==> src/rtl/jtag_tap.sv <==
// JTAG TAP responder: oversamples TCK/TMS/TDI/TRST in the core clock domain,
// runs the 16-state TAP controller and provides IR, BYPASS, IDCODE and a
// USER data register with capture/update pulses towards the debug unit.
module jtag_tap #(
    parameter int                  IR_WIDTH   = 5,
    parameter logic [31:0]         IDCODE_VAL = 32'h1000_0DB3,
    parameter logic [IR_WIDTH-1:0] USER_IR    = 5'h10,
    parameter int                  USER_WIDTH = 32
) (
    input  logic                  clk,
    input  logic                  rstn,
    input  logic                  tck,
    input  logic                  tms,
    input  logic                  tdi,
    input  logic                  trst,
    output logic                  tdo,
    output logic                  tdo_en,
    output logic [IR_WIDTH-1:0]   ir,
    input  logic [USER_WIDTH-1:0] user_capture_data,
    output logic                  user_capture,
    output logic [USER_WIDTH-1:0] user_update_data,
    output logic                  user_update
);

    // Data register is wide enough for both IDCODE and USER contents.
    localparam int DR_WIDTH = (USER_WIDTH > 32) ? USER_WIDTH : 32;
    localparam logic [IR_WIDTH-1:0] IDCODE_IR = IR_WIDTH'(1);

    typedef enum logic [3:0] {
        TLR, RTI,
        SEL_DR, CAP_DR, SHIFT_DR, EXIT1_DR, PAUSE_DR, EXIT2_DR, UPD_DR,
        SEL_IR, CAP_IR, SHIFT_IR, EXIT1_IR, PAUSE_IR, EXIT2_IR, UPD_IR
    } tap_state_e;

    logic tck_s1_q, tck_s2_q, tck_s3_q;
    logic tms_s1_q, tms_s2_q;
    logic tdi_s1_q, tdi_s2_q;
    logic trst_s1_q, trst_s2_q;

    tap_state_e            state_q;
    tap_state_e            state_d;
    logic [IR_WIDTH-1:0]   ir_q;
    logic [IR_WIDTH-1:0]   ir_shift_q;
    logic [DR_WIDTH-1:0]   dr_q;
    logic [DR_WIDTH-1:0]   dr_shift_d;
    logic                  tdo_q;
    logic                  tdo_en_q;
    logic                  user_capture_q;
    logic                  user_update_q;
    logic [USER_WIDTH-1:0] user_update_data_q;

    logic tck_rise, tck_fall, tap_reset, bypass_sel;

    // TAP controller successor for the current TMS value.
    function automatic tap_state_e next_state(input tap_state_e s, input logic m);
        case (s)
            TLR:      return m ? TLR      : RTI;
            RTI:      return m ? SEL_DR   : RTI;
            SEL_DR:   return m ? SEL_IR   : CAP_DR;
            CAP_DR:   return m ? EXIT1_DR : SHIFT_DR;
            SHIFT_DR: return m ? EXIT1_DR : SHIFT_DR;
            EXIT1_DR: return m ? UPD_DR   : PAUSE_DR;
            PAUSE_DR: return m ? EXIT2_DR : PAUSE_DR;
            EXIT2_DR: return m ? UPD_DR   : SHIFT_DR;
            UPD_DR:   return m ? SEL_DR   : RTI;
            SEL_IR:   return m ? TLR      : CAP_IR;
            CAP_IR:   return m ? EXIT1_IR : SHIFT_IR;
            SHIFT_IR: return m ? EXIT1_IR : SHIFT_IR;
            EXIT1_IR: return m ? UPD_IR   : PAUSE_IR;
            PAUSE_IR: return m ? EXIT2_IR : PAUSE_IR;
            EXIT2_IR: return m ? UPD_IR   : SHIFT_IR;
            UPD_IR:   return m ? SEL_DR   : RTI;
            default:  return TLR;
        endcase
    endfunction

    // Two-flop synchronisers for all pins plus a third TCK stage for edge detection.
    // NOTE: sequential state uses non-blocking assignments so every flop samples pre-edge values.
    always_ff @(posedge clk) begin
        if (!rstn) begin
            tck_s1_q  <= 1'b0;
            tck_s2_q  <= 1'b0;
            tck_s3_q  <= 1'b0;
            tms_s1_q  <= 1'b0;
            tms_s2_q  <= 1'b0;
            tdi_s1_q  <= 1'b0;
            tdi_s2_q  <= 1'b0;
            trst_s1_q <= 1'b0;
            trst_s2_q <= 1'b0;
        end else begin
            tck_s1_q  <= tck;
            tck_s2_q  <= tck_s1_q;
            tck_s3_q  <= tck_s2_q;
            tms_s1_q  <= tms;
            tms_s2_q  <= tms_s1_q;
            tdi_s1_q  <= tdi;
            tdi_s2_q  <= tdi_s1_q;
            trst_s1_q <= trst;
            trst_s2_q <= trst_s1_q;
        end
    end

    assign tck_rise   = tck_s2_q & ~tck_s3_q;
    assign tck_fall   = ~tck_s2_q & tck_s3_q;
    // The synchronisers stay running under TRST so edge detection is clean on release.
    assign tap_reset  = ~rstn | trst_s2_q;
    assign bypass_sel = (ir_q != IDCODE_IR) && (ir_q != USER_IR);
    assign state_d    = next_state(state_q, tms_s2_q);

    // Shift-DR next value: one-bit BYPASS, or right shift into the MSB of the selected length.
    always_comb begin
        dr_shift_d = dr_q;
        if (bypass_sel) begin
            dr_shift_d[0] = tdi_s2_q;
        end else begin
            dr_shift_d = dr_q >> 1;
            if (ir_q == IDCODE_IR) dr_shift_d[31] = tdi_s2_q;
            else                   dr_shift_d[USER_WIDTH-1] = tdi_s2_q;
        end
    end

    // TAP controller, instruction/data registers, TDO launch and debug handshake pulses.
    always_ff @(posedge clk) begin
        if (tap_reset) begin
            state_q            <= TLR;
            ir_q               <= IDCODE_IR;
            ir_shift_q         <= '0;
            dr_q               <= '0;
            tdo_q              <= 1'b0;
            tdo_en_q           <= 1'b0;
            user_capture_q     <= 1'b0;
            user_update_q      <= 1'b0;
            user_update_data_q <= '0;
        end else begin
            user_capture_q <= 1'b0;
            user_update_q  <= 1'b0;
            if (tck_rise) begin
                case (state_q)
                    CAP_IR:   ir_shift_q <= IR_WIDTH'(1);
                    SHIFT_IR: ir_shift_q <= {tdi_s2_q, ir_shift_q[IR_WIDTH-1:1]};
                    UPD_IR:   ir_q <= ir_shift_q;
                    CAP_DR: begin
                        if (ir_q == IDCODE_IR) begin
                            dr_q <= DR_WIDTH'(IDCODE_VAL);
                        end else if (ir_q == USER_IR) begin
                            dr_q           <= DR_WIDTH'(user_capture_data);
                            user_capture_q <= 1'b1;
                        end else begin
                            dr_q[0] <= 1'b0;
                        end
                    end
                    SHIFT_DR: dr_q <= dr_shift_d;
                    UPD_DR: begin
                        if (ir_q == USER_IR) begin
                            user_update_data_q <= dr_q[USER_WIDTH-1:0];
                            user_update_q      <= 1'b1;
                        end
                    end
                    default: ;
                endcase
                state_q <= state_d;
                if (state_d == TLR) ir_q <= IDCODE_IR;
            end
            if (tck_fall) begin
                tdo_q    <= (state_q == SHIFT_IR) ? ir_shift_q[0] :
                            (state_q == SHIFT_DR) ? dr_q[0] : 1'b0;
                tdo_en_q <= (state_q == SHIFT_IR) || (state_q == SHIFT_DR);
            end
        end
    end

    assign tdo              = tdo_q;
    assign tdo_en           = tdo_en_q;
    assign ir               = ir_q;
    assign user_capture     = user_capture_q;
    assign user_update      = user_update_q;
    assign user_update_data = user_update_data_q;

endmodule
==> config.mk <==
export PLATFORM = sky130hd
export DESIGN_NAME = jtag_tap
export DESIGN_NICKNAME = d
export VERILOG_FILES = /design/src/rtl/jtag_tap.sv
export SDC_FILE = /design/constraint.sdc
export NUM_CORES = 1
export LEC_CHECK = 0
export ABC_AREA = 1
export ABC_CLOCK_PERIOD_IN_PS = 1500
export CAP_MARGIN = 20
export CORE_MARGIN = 2
export CORE_UTILIZATION = 30
export DETAILED_ROUTE_END_ITERATION = 7
export PLACE_DENSITY_LB_ADDON = 0.25
export SYNTH_ARGS = -nofsm -noshare
export SYNTH_HDL_FRONTEND = slang
export SYNTH_SLANG_ARGS = --single-unit
==> constraint.sdc <==
create_clock -name clk -period 1.5 [get_ports clk]
set_input_delay 0.3 -clock clk [delete_from_list [all_inputs] [get_ports clk]]
set_output_delay 0.3 -clock clk [all_outputs]
set_load 0.01 [all_outputs]
==> results.cfg, run 1 <==
[outcome]
status = finished with violations
violations = setup timing

[timing]
relSlewSlack_pct = 70.0
max_freq_mhz = 586
setup_viol = 77
whs_ns = 0.411
worstMarginPinSlew_ns = 0.450
period_minus_slack_ns = 1.71
rsz0062_at_grt = true
final_max_slew_viol_count = 0
finalCritPeriodShare_pct = 114
fin_setup_tns_ns = -9.22
skew_ns = 0.00725
finalHoldViolCount = 0
worst_slack_ns = -0.207

[clock_network]
cts_made_buffers = 9
clock_path_buffers = 2
ctsHoldBuffers = 0
clk_latency_ns = 0.34
clk_pin_slew_worst_paths_ns = 0.07
htreeDepth = 3
cts-root-buf = clkbuf_16
cts_tree = done
clock_sinks = 91

[yosys]
ys_seq_area_share_pct = 47.6
yosys.cell_types.count = 31
syn_nets = 528
synth.avg_cell_area_sq_um = 7.82
ys_warn_count = 0
synth_seq_cells = 91
syn_inst = 490
synth_area_sq_mm = 0.00383

[worst_setup_path]
slowest_stage = dfxtp_4
cp-startpoint = state_q[2]$_SDFFE_PP0P_
startpoint_type = flip-flop
rr_worst_depth = 9
critPathKind = reg -> reg
critPathCapture = dr_q[1]$_SDFFE_PP0P_
regToRegStartpoint = state_q[2]$_SDFFE_PP0P_
r2r_slack_ns = -0.21
r2r-end = dr_q[1]$_SDFFE_PP0P_
worstPathArrival_ns = 1.93
endpoint_kind = flip-flop
path_max_fanout = 8
max_stage_delay_ns = 0.38
path_cells = inv_4, nor2_4, nand2_4, buf_6, clkinvlp_4, nor2_4, clkinvlp_4, o22ai_1, a211oi_2
cp.required_ns = 1.73

[layout]
area_growth_pct = 73.8
diodes = 0
final_common_cell = dfxtp_1
fin_cells = 810
drive_above_1_share_pct = 43.7
design_area_sq_mm = 0.00666
layout_common_cells = 84 x dfxtp_1, 59 x inv_1, 50 x buf_4
nets = 672

[drt]
routed_via_density = 4.87
dr.pass1.iters = 5
detail_route.wl_per_cell_um = 15.2
drt_iter0_markers = 270
vias = 3948
drc = 0
totalWireLength_um = 12300
antenna_left = 0

[power]
ir_drop_mv = 0.589
p_leak_nw = 2.81
powerDensity_mw_per_mm2 = 834

[die]
die_y_um = 117
fp-row-count = 41
start_util_pct = 30.5
core_area_sq_mm = 0.0126
die_area_sq_mm = 0.0137
ios = 79
dieWidth_um = 117

[grt]
first_global_vias = 3574
grt_first_pass_wirelength_um = 17500
grtUsageMet2_pct = 26.1
antenna_found_initial = 0
met1_usage_pct = 22.0
use_met3_pct = 2.73
grt-ovfl-total = 0
grt_max_degree = 59
grt.busiest_layer = met2
grt_usage_pct = 16.4

[placed_design]
place_area_sq_mm = 0.00515
io_buffer_count = 78
place_ws_ns = -0.236
dp_cells = 764
finalWeightedCongestion = 0.837
hpwl_um = 7220

[flow_run]
maxCapViolations = 0

[hold_path]
hold_class = reg -> reg
==> what timing repair did <==
item,CTS,global route
resized for setup,102,215
setup buffers,13,10
pin swaps,15,49
endpoints found under the setup margin,114,79
gates cloned,3,9
==> worst min-delay path by stage <==
stage,end,slack (ns),start,cells after the start
after floorplan,tck_s2_q$_SDFF_PN0_,0.39,tck_s1_q$_SDFF_PN0_,2
after global placement,trst_s2_q$_SDFF_PN0_,0.39,trst_s1_q$_SDFF_PN0_,2
after detailed placement,tdi_s2_q$_SDFF_PN0_,0.40,tdi_s1_q$_SDFF_PN0_,2
after CTS,tdi_s2_q$_SDFF_PN0_,0.41,tdi_s1_q$_SDFF_PN0_,2
after global routing,tdi_s2_q$_SDFF_PN0_,0.43,tdi_s1_q$_SDFF_PN0_,2
final,trst_s2_q$_SDFF_PN0_,0.41,trst_s1_q$_SDFF_PN0_,2
==> power breakdown <==
part           switching, W  internal (W)  total (W)
Combinational      0.000403      0.000361   0.000764
Clock              0.000939       0.00138    0.00232
Sequential        0.0000323       0.00244    0.00247
==> cells by family after synthesis <==
family	count (synthesis)	synth area share, %
simple gates	120	14.6
flops	91	47.6
compound gates	179	27.0
buf+inv	100	10.8
==> synthesized netlist by cell type (all sizes together) <==
cell    instances  area, sq um
a211oi          8         95.1
a21oi          68          340
a22oi          23          173
and2            1         6.26
buf            15         96.3
clkbuf         16         60.1
clkinv          1         3.75
dfxtp          91         1820
inv            68          255
nand2          56          235
nand3          14         82.6
nand3b          1         7.51
nand4           1         6.26
nor2           43          196
nor3            3         20.0
nor4            1         6.26
o211ai          3         22.5
o21a            1         7.51
o21ai          66          330
o221ai          1         8.76
o22ai           9         56.3
==> worst max-delay path, delay by kind of cell, from the launching register on <==
family                 cells  cell delay (ns)
buffers and inverters      4             0.58
flip-flops                 1             0.38
AO/OA/AOI/OAI              2             0.32
AND/OR/NAND/NOR            3             0.31
==> cell type report <==
type | instances | area (sq um)
fill | 1165 | 5910
multi-input combinational | 299 | 2320
sequential | 91 | 1840
timing repair buffer | 164 | 1710
inverter | 69 | 274
clock buffer | 12 | 256
tap | 172 | 215
clock inverter | 3 | 47.5
==> per-layer routing <==
layer | wire (um) | vias to the layer above
met1 | 5460 | 1886
li1 | - | 1940
met5 | 0 | -
met3 | 539 | 17
met4 | 265 | 0
met2 | 6030 | 105
==> state kept, by name, indices dropped and copies added (netlist names) <==
name              count
tms_s1_q              1
user_update_data     32
tms_s2_q              1
tck_s2_q              1
tdi_s1_q              1
tdo                   1
tck_s3_q              1
trst_s2_q             1
trst_s1_q             1
dr_q                 32
tdo_en                1
tck_s1_q              1
state_q               4
ir_shift_q            5
ir                    5
user_update           1
tdi_s2_q              1
user_capture          1
==> metrics by stage <==
step	utilization, %	total power (W)
6_report	53.0	0.00556
5_1_grt	53.0	0.00576
4_1_cts	45.8	0.00544
3_5_place_dp	41.0	0.00308
3_3_place_gp	41.0	0.00308
2_1_floorplan	-	0.00281
No activity file was read; power rests on OpenSTA's default activity.
==> run 2, diff against run 1 <==
--- a/config.mk
+++ b/config.mk
@@ -8,7 +8,7 @@
 export ABC_AREA = 1
 export ABC_CLOCK_PERIOD_IN_PS = 1500
 export CAP_MARGIN = 20
-export CORE_MARGIN = 2
+export CORE_ASPECT_RATIO = 2
 export CORE_UTILIZATION = 30
 export DETAILED_ROUTE_END_ITERATION = 7
 export PLACE_DENSITY_LB_ADDON = 0.25
==> run 2 against run 1 <==
Net effect:
- the run still ends with setup timing left
- hold slack improved by 0.0036 ns
- cell count shrank 1.2%
- sequential share of layout area grew 0.84 points
- wire length up 0.45%
- via count down 1.1%
- largest power group unchanged
==> results.cfg, run 2 (synthesis results as in run 1) <==
[power]
total_power_w = 0.00558
power_switching_w = 0.00143
p_leak_nw = 2.83
p_comb_share_pct = 13.8
seq_power_share_pct = 44.3
powerDensity_mw_per_mm2 = 865
ir_drop_mv = 0.564
clkPwrFrac_pct = 41.9
p_int_w = 0.00414
switching_share_pct = 25.7

[placed_design]
io_buffer_count = 78
finalWeightedCongestion = 0.815
place_area_sq_mm = 0.00523
hpwl_um = 8250

[die]
start_util_pct = 30.7
ios = 79
die_y_um = 162
dieWidth_um = 81.9
core_area_sq_mm = 0.0125
fp-row-count = 58
die_area_sq_mm = 0.0133

[worst_setup_path]
endpoint_kind = flip-flop
path_cells = buf_6, inv_4, nor2_4, nand2_2, o21ai_2, nor2_1, nand2_1, nor2_4, nand3_4, nand2_8, nand2_4, nand2_2, nand2_1, nor2_1
path_max_fanout = 8
slowest_stage = dfxtp_2
critPathKind = reg -> reg
worstPathArrival_ns = 1.99
crit_buf_inv = 2
rr_worst_depth = 14
startpoint_type = flip-flop
r2r_slack_ns = -0.21
regToRegStartpoint = state_q[1]$_SDFFE_PP0P_
cp.required_ns = 1.78
cp_top_family = simple AND/OR/NAND/NOR gates
max_stage_delay_ns = 0.34
r2r-end = ir[4]$_SDFFE_PP0P_

[timing]
worst_slack_ns = -0.212
rsz0062_at_grt = true
relSlewSlack_pct = 79.2
whs_ns = 0.415
final_max_slew_viol_count = 0
skew_ns = 0.00661
setup_viol = 72
worstMarginPinSlew_ns = 0.312
max_freq_mhz = 584
finalHoldViolCount = 0
finalCritPeriodShare_pct = 114
fin_setup_tns_ns = -7.55
period_minus_slack_ns = 1.71

[clock_network]
htreeDepth = 3
clock_path_buffers = 2
cts_made_buffers = 9
cts-root-buf = clkbuf_16
cts_tree = done
clk_pin_slew_worst_paths_ns = 0.07
clock_sinks = 91
clk_latency_ns = 0.34

[hold_path]
hold_class = reg -> reg
hold_depth = 2
hp-start = tck_s1_q$_SDFF_PN0_
whs_endpoint = tck_s2_q$_SDFF_PN0_

[layout]
area_growth_pct = 68.2
layout_common_cells = 86 x dfxtp_1, 63 x inv_1, 59 x buf_4
drive_above_1_share_pct = 36.5
fillerInstances = 1193
ff_latch_area_sq_mm = 0.00184
post-route-util_pct = 51.6
design_area_sq_mm = 0.00644
final_common_cell = dfxtp_1
nets = 682
multi_input_area_sq_mm = 0.00208

[grt]
grt_first_pass_wirelength_um = 18600
grt-ovfl-total = 0
grt_usage_pct = 18.7
antenna_found_initial = 1
grt_max_degree = 24
first_global_vias = 3865

[drt]
vias = 3905
routed_via_density = 4.88
detail_route.wl_per_cell_um = 15.4
dr.pass1.iters = 4
drt_iter0_markers = 156
antenna_left = 0
drc = 0
totalWireLength_um = 12400

[outcome]
status = finished with violations
violations = setup timing

[flow_run]
maxCapViolations = 0
## run 2: cell types whose count changed in the layout (fill, tap and decap cells not counted), sizes merged
cell,delta
clkbuf,-7
dlymetal6s2s,+1
buf,+14
dlygate4sd2,+1
diode,+1
inv,+4
clkdlybuf4s50,-2
## run 2: per-stage QoR
stage	setup WS, ns	cells
floorplan	0.00256	490
global placement	-0.241	752
detailed placement	-0.307	752
CTS	-0.175	790
global route	-0.317	800
finish	-0.212	800
## run 2: final cells by class
type | instances | share of cell area, %
inverter | 69 | 4.12
clock inverter | 7 | 1.30
clock buffer | 9 | 3.49
multi-input combinational | 299 | 32.2
antenna | 1 | 0.0388
tap | 150 | 2.91
sequential | 91 | 28.5
timing repair buffer | 174 | 27.5
## run 2: worst max path at each step
stage | start | endpoint | slack (ns) | cells after the start
detailed placement | state_q[2]$_SDFFE_PP0P_ | dr_q[15]$_SDFFE_PP0P_ | -0.31 | 10
CTS | state_q[1]$_SDFFE_PP0P_ | ir[0]$_SDFFE_PP1P_ | -0.17 | 13
floorplan | state_q[1]$_SDFFE_PP0P_ | ir[4]$_SDFFE_PP0P_ | 0.003 | 13
global placement | state_q[0]$_SDFFE_PP0P_ | ir[4]$_SDFFE_PP0P_ | -0.24 | 12
global route | state_q[0]$_SDFFE_PP0P_ | ir[4]$_SDFFE_PP0P_ | -0.32 | 14
finish | state_q[1]$_SDFFE_PP0P_ | ir[4]$_SDFFE_PP0P_ | -0.21 | 14
## run 2: worst register-to-register path, stage by stage (launching register included)
cell and delay (ns):
dfxtp_2 0.34, buf_6 0.14, inv_4 0.05, nor2_4 0.04
nand2_2 0.09, o21ai_2 0.06, nor2_1 0.12, nand2_1 0.10
nor2_4 0.16, nand3_4 0.14, nand2_8 0.12, nand2_4 0.07
nand2_2 0.06, nand2_1 0.07, nor2_1 0.09
## run 2: repair_timing
| item | 4_1_cts | 5_1_grt |
|---|---|---|
| hold buffers | 0 | 0 |
| gates cloned | 7 | 3 |
| buffers inserted | 15 | 17 |
| gates resized for setup | 176 | 91 |
| endpoints found under the hold margin | 0 | 0 |
| pin swaps | 22 | 27 |
| setup endpoints to repair | 115 | 82 |
## run 2: power by group through the flow
stage                     clock network, W  registers [W]  logic, W
after floorplan                          0        0.00252  0.000292
after global placement                   0        0.00252  0.000607
after detailed placement                 0        0.00252  0.000611
after CTS                          0.00242        0.00246  0.000689
after global routing               0.00251        0.00247  0.000824
final                              0.00234        0.00247  0.000769
## run 2: routing by layer
metal	part of all wire [%]	global-route usage, %
met5	0	0
met4	4.1	11.1
met3	3.1	2.53
met2	57	35.1
met1	35	18.5
==> edit: new RTL, config.mk and constraints of run 2 <==
Add an input register stage for `tck`, `tms`, `tdi` and `user_capture_data`, cleared by the reset; this delays them by one clock.
--- a/src/rtl/jtag_tap.sv
+++ b/src/rtl/jtag_tap.sv
@@ -33,2 +33,21 @@
     } tap_state_e;
+
+    logic tck_q;
+    logic tms_q;
+    logic tdi_q;
+    logic [USER_WIDTH-1:0] user_capture_data_q;
+
+    always_ff @(posedge clk) begin
+        if (!rstn) begin
+            tck_q               <= '0;
+            tms_q               <= '0;
+            tdi_q               <= '0;
+            user_capture_data_q <= '0;
+        end else begin
+            tck_q               <= tck;
+            tms_q               <= tms;
+            tdi_q               <= tdi;
+            user_capture_data_q <= user_capture_data;
+        end
+    end
 
@@ -90,8 +109,8 @@
         end else begin
-            tck_s1_q  <= tck;
+            tck_s1_q  <= tck_q;
             tck_s2_q  <= tck_s1_q;
             tck_s3_q  <= tck_s2_q;
-            tms_s1_q  <= tms;
+            tms_s1_q  <= tms_q;
             tms_s2_q  <= tms_s1_q;
-            tdi_s1_q  <= tdi;
+            tdi_s1_q  <= tdi_q;
             tdi_s2_q  <= tdi_s1_q;
@@ -145,3 +164,3 @@
                         end else if (ir_q == USER_IR) begin
-                            dr_q           <= DR_WIDTH'(user_capture_data);
+                            dr_q           <= DR_WIDTH'(user_capture_data_q);
                             user_capture_q <= 1'b1;
Check against the original RTL: no difference found for any inputs over 10 cycles, from zero or initial values and one cycle with rstn low; that may be too few to reach the edited logic, so the function may still have changed.
==> edit against run 2 <==
  * The flow still finishes with violations (setup timing)
  * Routed wire length up 18%
  * Core utilization is 2.9 points lower
  * Worst setup slack better by 0.085 ns
  * Sequential cell count is 35 higher
  * Clock skew rose by 0.0057 ns
  * Power increased by 48%
  * Synthesized area is 25% higher
  * Cell area rose by 19%
==> edit: results (changes against run 2) <==
dp_hpwl_um: 8730  # +5.9%
run_status: "finished, violations left"
fin_ws_ns: -0.127  # +0.0851 ns
fin_nets: 769  # +13%
ir_drop_mv: 0.768  # +36%
gr-usage-all-layers_pct: 17.1  # -1.7 points
r2r_end: "dr_q[2]"
hp-start: "rstn"
syn_nets: 638  # +21%
clk_latency_ns: 0.42  # +0.08 ns
synth_area_leaders: "dfxtp_1, nor2_1, nand2_1"
grt_pass1_wl_um: 21700  # +17%
routed_wl_um: 14600  # +18%
gp_congestion: 0.812  # -0.39%
num_antenna_cells: 0  # -1
htreeDepth: 4  # +1
via_count: 4467  # +14%
syn-instance-count: 600  # +22%
failed_checks: "setup timing"
worstHoldEndpoint: "user_update_data[6]"
tightest_slew_ns: 0.478  # +0.167 ns
synth_cell_types: 30  # -3.2%
grt_max_degree: 45  # +88%
worst_ep_arrival_time_ns: 1.96  # -0.03 ns
synth_commonest_cells: "dfxtp_1, nor2_1, nand2_1, inv_1, o21ai_0"
reg2reg_from: "ir[3]"
p_leak_nw: 3.65  # +29%
holdPathStages: 5  # +3
n_fill_cell: 1431  # +20%
port_buffers: 78  # unchanged
drive_gt1_share_pct: 32.9  # -3.6 points
tns_ns: -2.03  # +5.52 ns
antenna_found_initial: 0  # -1
drt-initial-drc-count: 208  # +33%
hold_class: "in -> reg"
fin_cells: 945  # +18%
place_ws_ns: -0.234  # +0.0728 ns
setup_violations: 62  # -14%
placed_cells: 887  # +18%
ys_seq_area_share_pct: 52.7  # +5.2 points
skew_ns: 0.0123  # +0.00566 ns
edit: changes by cell type in the layout (fill, tap and decap cells not counted), sizes merged, moves of 3 or more:
cell | before | now
buf | 93 | 62
dfxtp | 91 | 126
clkbuf | 12 | 24
inv | 71 | 81
a211oi | 8 | 11
o21ai | 66 | 61
nor2 | 43 | 104
nand2 | 56 | 97
nand3 | 14 | 11
a21oi | 68 | 32
clkinv | 2 | 5
bufinv | 1 | 4
edit: area by class of cell:
cell class | instances | area share [%]
inverters | 80 | 4.25
clock inverters | 13 | 2.45
clock buffers | 19 | 5.65
well taps | 201 | 3.28
repair buffers | 144 | 20.1
multi-input cells | 362 | 31.1
flip-flops and latches | 126 | 33.2
edit: kinds of logic after synthesis:
| kind of cell | share of synthesized area (%) |
|---|---|
| AO/OA/AOI/OAI | 17.9 |
| AND/OR/NAND/NOR | 19.5 |
| flip-flops | 52.7 |
| buffers and inverters | 9.81 |
edit: what timing repair did:
item / in CTS / in global routing
hold endpoints to repair: 0 / 0
setup endpoints to repair: 117 / 77
resized for setup: 167 / 83
pin swaps: 19 / 10
cloned: 6 / 7
buffers inserted: 10 / 3
edit: worst max-delay path: cells and delay by family (launching register included):
kind | cells | cell delay (ns)
DFF | 1 | 0.33
buffers and inverters | 3 | 0.41
and+or+nand+nor | 5 | 0.57
AOI/OAI and AO/OA | 2 | 0.25
edit: metrics by stage:
stage	hold WS, ns	area [µm²]	total power [mW]	util [%]
2_1_floorplan	0.390	4780	3.71	-
3_3_place_gp	0.395	6030	3.92	38.4
3_5_place_dp	0.401	6030	3.92	38.4
4_1_cts	0.327	7170	8.28	45.7
5_1_grt	0.340	7660	8.54	48.8
6_report	0.334	7660	8.26	48.8
edit: worst max path at each step:
stage	cells past startpoint	slack, ns	from	endpoint
6_report	10	-0.13	ir[3]	dr_q[2]
2_1_floorplan	13	0.04	state_q[2]	ir[2]
3_5_place_dp	13	-0.23	state_q[0]	ir[2]
5_1_grt	10	-0.21	ir[3]	dr_q[2]
4_1_cts	10	-0.11	ir[3]	user_update_data[4]
3_3_place_gp	11	-0.18	state_q[0]	ir[3]
edit: per-layer routing:
metal / vias to the layer above / routed length (µm) / global-route usage, %
li1: 2203 / - / -
met1: 2129 / 5410 / 16.8
met2: 99 / 8300 / 32.4
met3: 36 / 397 / 3.54
met4: 0 / 480 / 9.21
met5: - / 0 / 0
edit: power breakdown:
group | total (mW) | internal, mW | switching [mW]
registers | 3.45 | 3.41 | 0.0376
logic | 0.480 | 0.223 | 0.257
clock network | 4.33 | 2.79 | 1.54
total | 8.26 | 6.42 | 1.84
